==> src/rtl/ctrl_pipe.sv <==
// ctrl_pipe: carries decoded control through ID/EX, EX/MEM and MEM/WB,
// detects load-use hazards, inserts bubbles and resolves branch/jump flushes.
// Ports: clk/rst_n; ID decoder bundle + id_valid, id_rs/rt/rd, mem_zero in;
// per-stage EX/MEM/WB control out; hold_pc, flush_ifid, jump_taken,
// branch_taken and the saturating stall_count out.
module ctrl_pipe #(
    parameter int STALL_CNT_W = 16
) (
    input  logic                   clk,
    input  logic                   rst_n,
    input  logic                   id_valid,
    input  logic                   regdst,
    input  logic                   jump,
    input  logic                   branch,
    input  logic                   memread,
    input  logic                   memtoreg,
    input  logic                   memwrite,
    input  logic                   alusrc,
    input  logic                   regwrite,
    input  logic [1:0]             aluop,
    input  logic [4:0]             id_rs,
    input  logic [4:0]             id_rt,
    input  logic [4:0]             id_rd,
    input  logic                   mem_zero,
    output logic                   ex_valid,
    output logic                   ex_regdst,
    output logic                   ex_alusrc,
    output logic                   ex_memread,
    output logic [1:0]             ex_aluop,
    output logic [4:0]             ex_wreg,
    output logic                   mem_valid,
    output logic                   mem_memread,
    output logic                   mem_memwrite,
    output logic                   mem_branch,
    output logic [4:0]             mem_wreg,
    output logic                   wb_regwrite,
    output logic                   wb_memtoreg,
    output logic [4:0]             wb_wreg,
    output logic                   hold_pc,
    output logic                   flush_ifid,
    output logic                   jump_taken,
    output logic                   branch_taken,
    output logic [STALL_CNT_W-1:0] stall_count
);

    // ID/EX state not exported directly
    logic       ex_memwrite;
    logic       ex_branch;
    logic       ex_memtoreg;
    logic       ex_regwrite;
    logic [4:0] ex_rt;
    logic [4:0] ex_rd;

    // EX/MEM state carried on to WB
    logic       mem_memtoreg;
    logic       mem_regwrite;

    logic load_use;
    logic stall;
    logic idex_bubble;

    assign branch_taken = mem_valid & mem_branch & mem_zero;

    // ex_rt of zero is never a real destination, so it cannot hazard
    assign load_use = id_valid & ex_valid & ex_memread
                    & (ex_rt != 5'd0)
                    & ((ex_rt == id_rs) | (ex_rt == id_rt));

    // a flush in the same cycle makes the stall pointless
    assign stall = load_use & ~branch_taken;

    // rst_n gate keeps the redirect quiet while reset is held
    assign jump_taken = rst_n & id_valid & jump
                      & ~stall & ~branch_taken;

    assign hold_pc     = stall;
    assign flush_ifid  = branch_taken | jump_taken;
    assign ex_wreg     = ex_regdst ? ex_rd : ex_rt;
    assign idex_bubble = branch_taken | stall | ~id_valid;

    always_ff @(posedge clk or negedge rst_n) begin
        if (!rst_n) begin
            ex_valid    <= 1'b0;
            ex_regdst   <= 1'b0;
            ex_alusrc   <= 1'b0;
            ex_memread  <= 1'b0;
            ex_aluop    <= 2'b00;
            ex_memwrite <= 1'b0;
            ex_branch   <= 1'b0;
            ex_memtoreg <= 1'b0;
            ex_regwrite <= 1'b0;
            ex_rt       <= 5'd0;
            ex_rd       <= 5'd0;
        end else if (idex_bubble) begin
            ex_valid    <= 1'b0;
            ex_regdst   <= 1'b0;
            ex_alusrc   <= 1'b0;
            ex_memread  <= 1'b0;
            ex_aluop    <= 2'b00;
            ex_memwrite <= 1'b0;
            ex_branch   <= 1'b0;
            ex_memtoreg <= 1'b0;
            ex_regwrite <= 1'b0;
            ex_rt       <= 5'd0;
            ex_rd       <= 5'd0;
        end else begin
            ex_valid    <= 1'b1;
            ex_regdst   <= regdst;
            ex_alusrc   <= alusrc;
            ex_memread  <= memread;
            ex_aluop    <= aluop;
            ex_memwrite <= memwrite;
            ex_branch   <= branch;
            ex_memtoreg <= memtoreg;
            ex_regwrite <= regwrite;
            ex_rt       <= id_rt;
            ex_rd       <= id_rd;
        end
    end

    always_ff @(posedge clk or negedge rst_n) begin
        if (!rst_n) begin
            mem_valid    <= 1'b0;
            mem_memread  <= 1'b0;
            mem_memwrite <= 1'b0;
            mem_branch   <= 1'b0;
            mem_memtoreg <= 1'b0;
            mem_regwrite <= 1'b0;
            mem_wreg     <= 5'd0;
        end else if (branch_taken) begin
            mem_valid    <= 1'b0;
            mem_memread  <= 1'b0;
            mem_memwrite <= 1'b0;
            mem_branch   <= 1'b0;
            mem_memtoreg <= 1'b0;
            mem_regwrite <= 1'b0;
            mem_wreg     <= 5'd0;
        end else begin
            mem_valid    <= ex_valid;
            mem_memread  <= ex_memread;
            mem_memwrite <= ex_memwrite;
            mem_branch   <= ex_branch;
            mem_memtoreg <= ex_memtoreg;
            mem_regwrite <= ex_regwrite;
            mem_wreg     <= ex_wreg;
        end
    end

    // the branch in MEM itself always completes
    always_ff @(posedge clk or negedge rst_n) begin
        if (!rst_n) begin
            wb_regwrite <= 1'b0;
            wb_memtoreg <= 1'b0;
            wb_wreg     <= 5'd0;
        end else begin
            wb_regwrite <= mem_regwrite;
            wb_memtoreg <= mem_memtoreg;
            wb_wreg     <= mem_wreg;
        end
    end

    always_ff @(posedge clk or negedge rst_n) begin
        if (!rst_n) begin
            stall_count <= '0;
        end else if (stall && !(&stall_count)) begin
            stall_count <= stall_count + STALL_CNT_W'(1);
        end
    end

endmodule

==> config.mk <==
export PLATFORM = sky130hd
export DESIGN_NAME = ctrl_pipe
export DESIGN_NICKNAME = d
export VERILOG_FILES = /design/src/rtl/ctrl_pipe.sv
export SDC_FILE = /design/constraint.sdc
export NUM_CORES = 1
export LEC_CHECK = 0
export CORE_MARGIN = 4
export CORE_UTILIZATION = 34
export CTS_BUF_LIST = sky130_fd_sc_hd__clkbuf_4
export CTS_CLUSTER_DIAMETER = 60
export CTS_CLUSTER_SIZE = 8
export DETAILED_ROUTE_END_ITERATION = 16
export PLACE_DENSITY = 0.74
export SLEW_MARGIN = 40
export SYNTH_ARGS = -nofsm -noshare
export SYNTH_HDL_FRONTEND = slang
export SYNTH_SLANG_ARGS = --single-unit
==> constraint.sdc <==
create_clock -name clk -period 4.1 [get_ports clk]
set_input_delay 0.615 -clock clk [delete_from_list [all_inputs] [get_ports clk]]
set_output_delay 0.615 -clock clk [all_outputs]
set_load 0.005 [all_outputs]
# ---- After elaboration in Yosys (flattened, before gate mapping)
# Index checks and enable logic that the tools add are counted.
dict set report word_totals {
  reg_bits 54
  input_bits 29
  output_inout_bits 47
  word_cells 66
}
dict set report classes {
  add_sub_neg 1
  eq_ne 2
  n_mux 19
  bitwise_logic 18
  n_reduce_logical 4
}
# cell n
set op_table {}
lappend op_table {{2-to-1 mux 5 bit} 4}
lappend op_table {{adder 16 x 1 -> 16 bit (second input constant)} 1}
lappend op_table {{AND reduction 16 bit} 1}
lappend op_table {{2-to-1 mux 1 bit} 14}
lappend op_table {{AND 1 bit} 11}
lappend op_table {{equality test 5 bit} 2}
lappend op_table {{nonzero test 5 bit} 1}
lappend op_table {{OR 1 bit} 4}
lappend op_table {{inverter 1 bit} 3}
lappend op_table {{2-to-1 mux 2 bit} 1}
lappend op_table {{logical AND 1 bit} 1}
lappend op_table {{zero test 1 bit} 1}

# ---- Longest topological paths before layout
dict set report logic_depth {
  word_depth 9
  ltp_mapped 6
  depth_no_buf 6
}

# ---- Least setup slack after synthesis
# OpenSTA, ideal clock, no wires.
dict set report synth_timing {
  path_type {register to output}
  startpoint {reg ex_rt[1]}
  endpoint {out jump_taken}
  t_arrival_ps 1656
  t_required_ps 3485
  slack_ps 1829
  path_stages_with_launch 6
  path_buffers 0
  path_cell_list {dfrtp_1 > or4_4 > o2111ai_4 > inv_4 > a21oi_4 > and4_1}
}
dict set report synth_via {
  elab_chain_len 7
  elab_cells_between_ends 10
  cone_classes {eq/ne: 2; bitwise: 7; reduce/logical: 1}
}
# element line_no
set synth_rtl {}
lappend synth_rtl {{from (decl)} 51} ;# logic [4:0] ex_rt;
lappend synth_rtl {{from (signal assigned)} 116} ;# ex_rt <= id_rt;
lappend synth_rtl {{equality test 5 bit / nonzero test 5 bit (equally long branches)} {67, 66}}
lappend synth_rtl {{OR 1 bit / AND 1 bit (equally long branches)} {67, 66}}
lappend synth_rtl {{AND 1 bit (*)} 67} ;# & ((ex_rt == id_rs) | (ex_rt == id_rt));
lappend synth_rtl {{AND 1 bit (*)} 70} ;# assign stall = load_use & ~branch_taken;
lappend synth_rtl {{inverter 1 bit (*)} 74} ;# & ~stall & ~branch_taken;
lappend synth_rtl {{AND 1 bit (*) (2 in series)} 74}
lappend synth_rtl {{to (decl)} 41} ;# output logic jump_taken,
# Every way passes the cells marked *; elsewhere a longest branch is shown, timed or not.

# ---- Worst setup path in the final report
# Same ends and word-level chain as after synthesis.

==> impl_results.md <==
* Mapped Avg Cell Area at 12.59 µm²
* RePlAce Congestion at 0.8324
* Skew final at 0.01598 ns
* Worst-Margin Slew at 0.6652 ns
* Syn Inst Count at 180
* Post-Syn Nets at 210
* Cell area after synthesis at 2266 µm²
* Power Density at 297.3 nW/µm²
* Reg2reg start: ex_rt[1]$_DFF_PN0_
* Vias in the first global route at 1,653
* Post_cts resized at 0
* Status: completed
* Post-DP Area at 3099 µm²
* Final non-filler cell area at 3147 µm²
* Hold WS at 0.3707 ns
* Slowest stage cell on the critical path: or4_4
* Hold Path End: wb_memtoreg$_DFF_PN0_
* DRT iter0 DRCs at 67
* IO Port Bufs at 75
* CP Launch Type: register
* Leakage Power at 1.377 nW
* Crit path time final at 3.559 ns
* FFs w/ async S/R, synth at 1.000
* EDFF count, synth at 0
* Core area at between 6000 and 7000 µm²
* # fillers at 582
* Grt total ovfl at 0
* Commonest cells after routing, fill and taps aside: 74 x clkdlybuf4s50_1, 54 x dfrtp_1, 23 x xnor2_1, 22 x and3_1, 13 x and2_1
* Bufs on Longest Clock Path at 2
* I/O pin count at 76
* Vias/cell at 5.024
* Pins Over Slew Limit at 0
* Insertion delay to the later sink of the worst-skew pair at 0.37 ns
* Commonest non-fill, non-tap cell in the layout: clkdlybuf4s50_1
* RSZ-0062 raised after global routing: false
* Drt pass-1 iters at 4
* Die Area at roughly 8000 µm²
* N_diodes at 0
* H-tree level count at 2
* Post-synthesis register bit count at 54
* Die X at 89.64 µm
* Pre-CTS WS at around 0.9 ns
* Rows at 29
* Num CTS Buffers at 5
* Worst Path Required at between 3 and 4 ns
* Finish-stage setup viols at 0
* Ys flop type: dfrtp_1
* Die Height at 89.64 µm
* Min-delay worst type: reg2reg
* Tot GR Track Use at 0.1409
* Post-Route WL at between 5000 and 6000 µm
* Initial core utilization at 0.3528
* Dpl hpwl at 3908 µm
* Worst Hold Path Cells at 0
* Fin util at 0.4900
* CP endpoint kind: output pin
* Antenna violations before repair at 0
* Wirelength per Cell at about 16 µm
* Crit path max fanout at 21
* Setup TNS at 0 ns
* DRC at 0
* CTS Root Cell: clkbuf_4
* Post-CTS Hold Buffers at 0
* DR vias at roughly 1.7k
* Worst R2R End: stall_count[1]$_DFFE_PN0P_
* Hold Startpoint: mem_memtoreg$_DFF_PN0_
* Synthesis-to-layout area growth at 38.87%
* Clock-pin slew on the worst setup and hold paths at ~0.16 ns
* CTS tree: built
* Worst path cell trace: or4_4, o2111ai_4, inv_4, a21oi_4, and4_1, clkdlybuf4s50_1
* Worst reg-to-reg path cell count at 5
* Ys Warns at 0
* WS Path Type: reg2out
* Seq/Total Area, Yosys at 0.5964
* Slew margin rel. at 0.5565
* Postcts setup bufs at 0
* Crit share post-route at 0.8681
* Critical path arrival at 2.94 ns
* Register-to-register setup slack at just under 2 ns
* Layout cells sized above 1 at 0.09615
* Largest net degree at the start of global routing at 55
* Final WS setup at 0.5408 ns
* Yosys cell types at 31
* Max cap viols at 0
* Final hold vios at 0
* Sink Count at 54
* NumNets Final at 290
* Peak Freq at roughly 280 MHz
* VDD IR max at 0.1601 mV
* First-pass GRT wire length at 8535 µm
* ANT nets after route at 0
* Slowest stage delay, CP at 0.57 ns
routing by layer:
metal	vias to the layer above	track usage	share of wire
li1	793	-	-
met1	815	0.1741	0.42
met2	79	0.2334	0.47
met3	6	0.05201	0.095
met4	0	0.03654	0.0099
met5	-	0	0
worst max-delay path, delay by kind of cell, from the launching register on:
family / cells / cell delay [ns]
simple gates: 2 / 0.82
compound gates: 2 / 0.70
flops: 1 / 0.47
buf+inv: 2 / 0.57
cell usage after synthesis (all sizes together) (2+ instances only):
master  count  share of area
and4        3          0.012
nand2       8          0.014
xnor2      23          0.089
dfrtp      54           0.60
nand3      12          0.027
nand4b      2         0.0077
nor3        2         0.0066
nand4      10          0.028
buf         3          0.012
mux2        7          0.035
clkbuf      3         0.0050
and3       22          0.061
nor4        3         0.0083
inv         4         0.0077
and2       13          0.036
area by class of cell:
class,count,area [µm²],share of cell area
Multi-Input combinational cell,116,858.3,0.2728
Timing Repair Buffer,79,775.7,0.2465
Tap cell,77,96.34,0.03062
Inverter,4,17.52,0.005567
Sequential cell,54,1351,0.4294
Clock inverter,2,10.01,0.003181
Clock buffer,5,37.54,0.01193
sequential cells by signal (all words and copies together), names as in the netlist, 2 cells and up:
register and count:
ex_aluop 2, ex_rt 5, ex_rd 5, wb_wreg 5, stall_count 16, mem_wreg 5
cells by family (layout without fill, tap and decap cells):
| logic type | after synthesis | count (layout) | synth area share |
|---|---|---|---|
| AND/OR/NAND/NOR | 80 | 80 | 0.2170 |
| multiplexers | 7 | 7 | 0.03478 |
| AO/OA/AOI/OAI | 4 | 4 | 0.02872 |
| adder cells (fa/ha/maj) | 1 | 1 | 0.005521 |
| buffers and inverters | 10 | 90 | 0.02485 |
| flip-flops | 54 | 54 | 0.5964 |
| XOR/XNOR | 24 | 24 | 0.09277 |
per-stage QoR:
stage | power [mW] | instances
6_report | 0.9357 | 337
5_1_grt | 0.9870 | 337
4_1_cts | 0.9468 | 337
3_5_place_dp | 0.7270 | 330
3_3_place_gp | 0.7241 | 330
2_1_floorplan | 0.6288 | 180
how the worst max path moves through the flow:
stage | cells after the start | end | from
after floorplan | 5 | jump_taken | ex_rt[1]$_DFF_PN0_
after global placement | 7 | jump_taken | mem_zero
after detailed placement | 7 | jump_taken | mem_zero
after CTS | 6 | jump_taken | ex_rt[1]$_DFF_PN0_
after global routing | 6 | jump_taken | ex_rt[1]$_DFF_PN0_
final | 6 | jump_taken | ex_rt[1]$_DFF_PN0_
power breakdown:
part	total, mW	internal (mW)	switching, mW
logic	0.138	0.0871	0.0511
clock network	0.222	0.0622	0.160
registers	0.575	0.558	0.0175
total	0.936	0.707	0.228
Note: power is estimated with default switching activity, not from simulation.
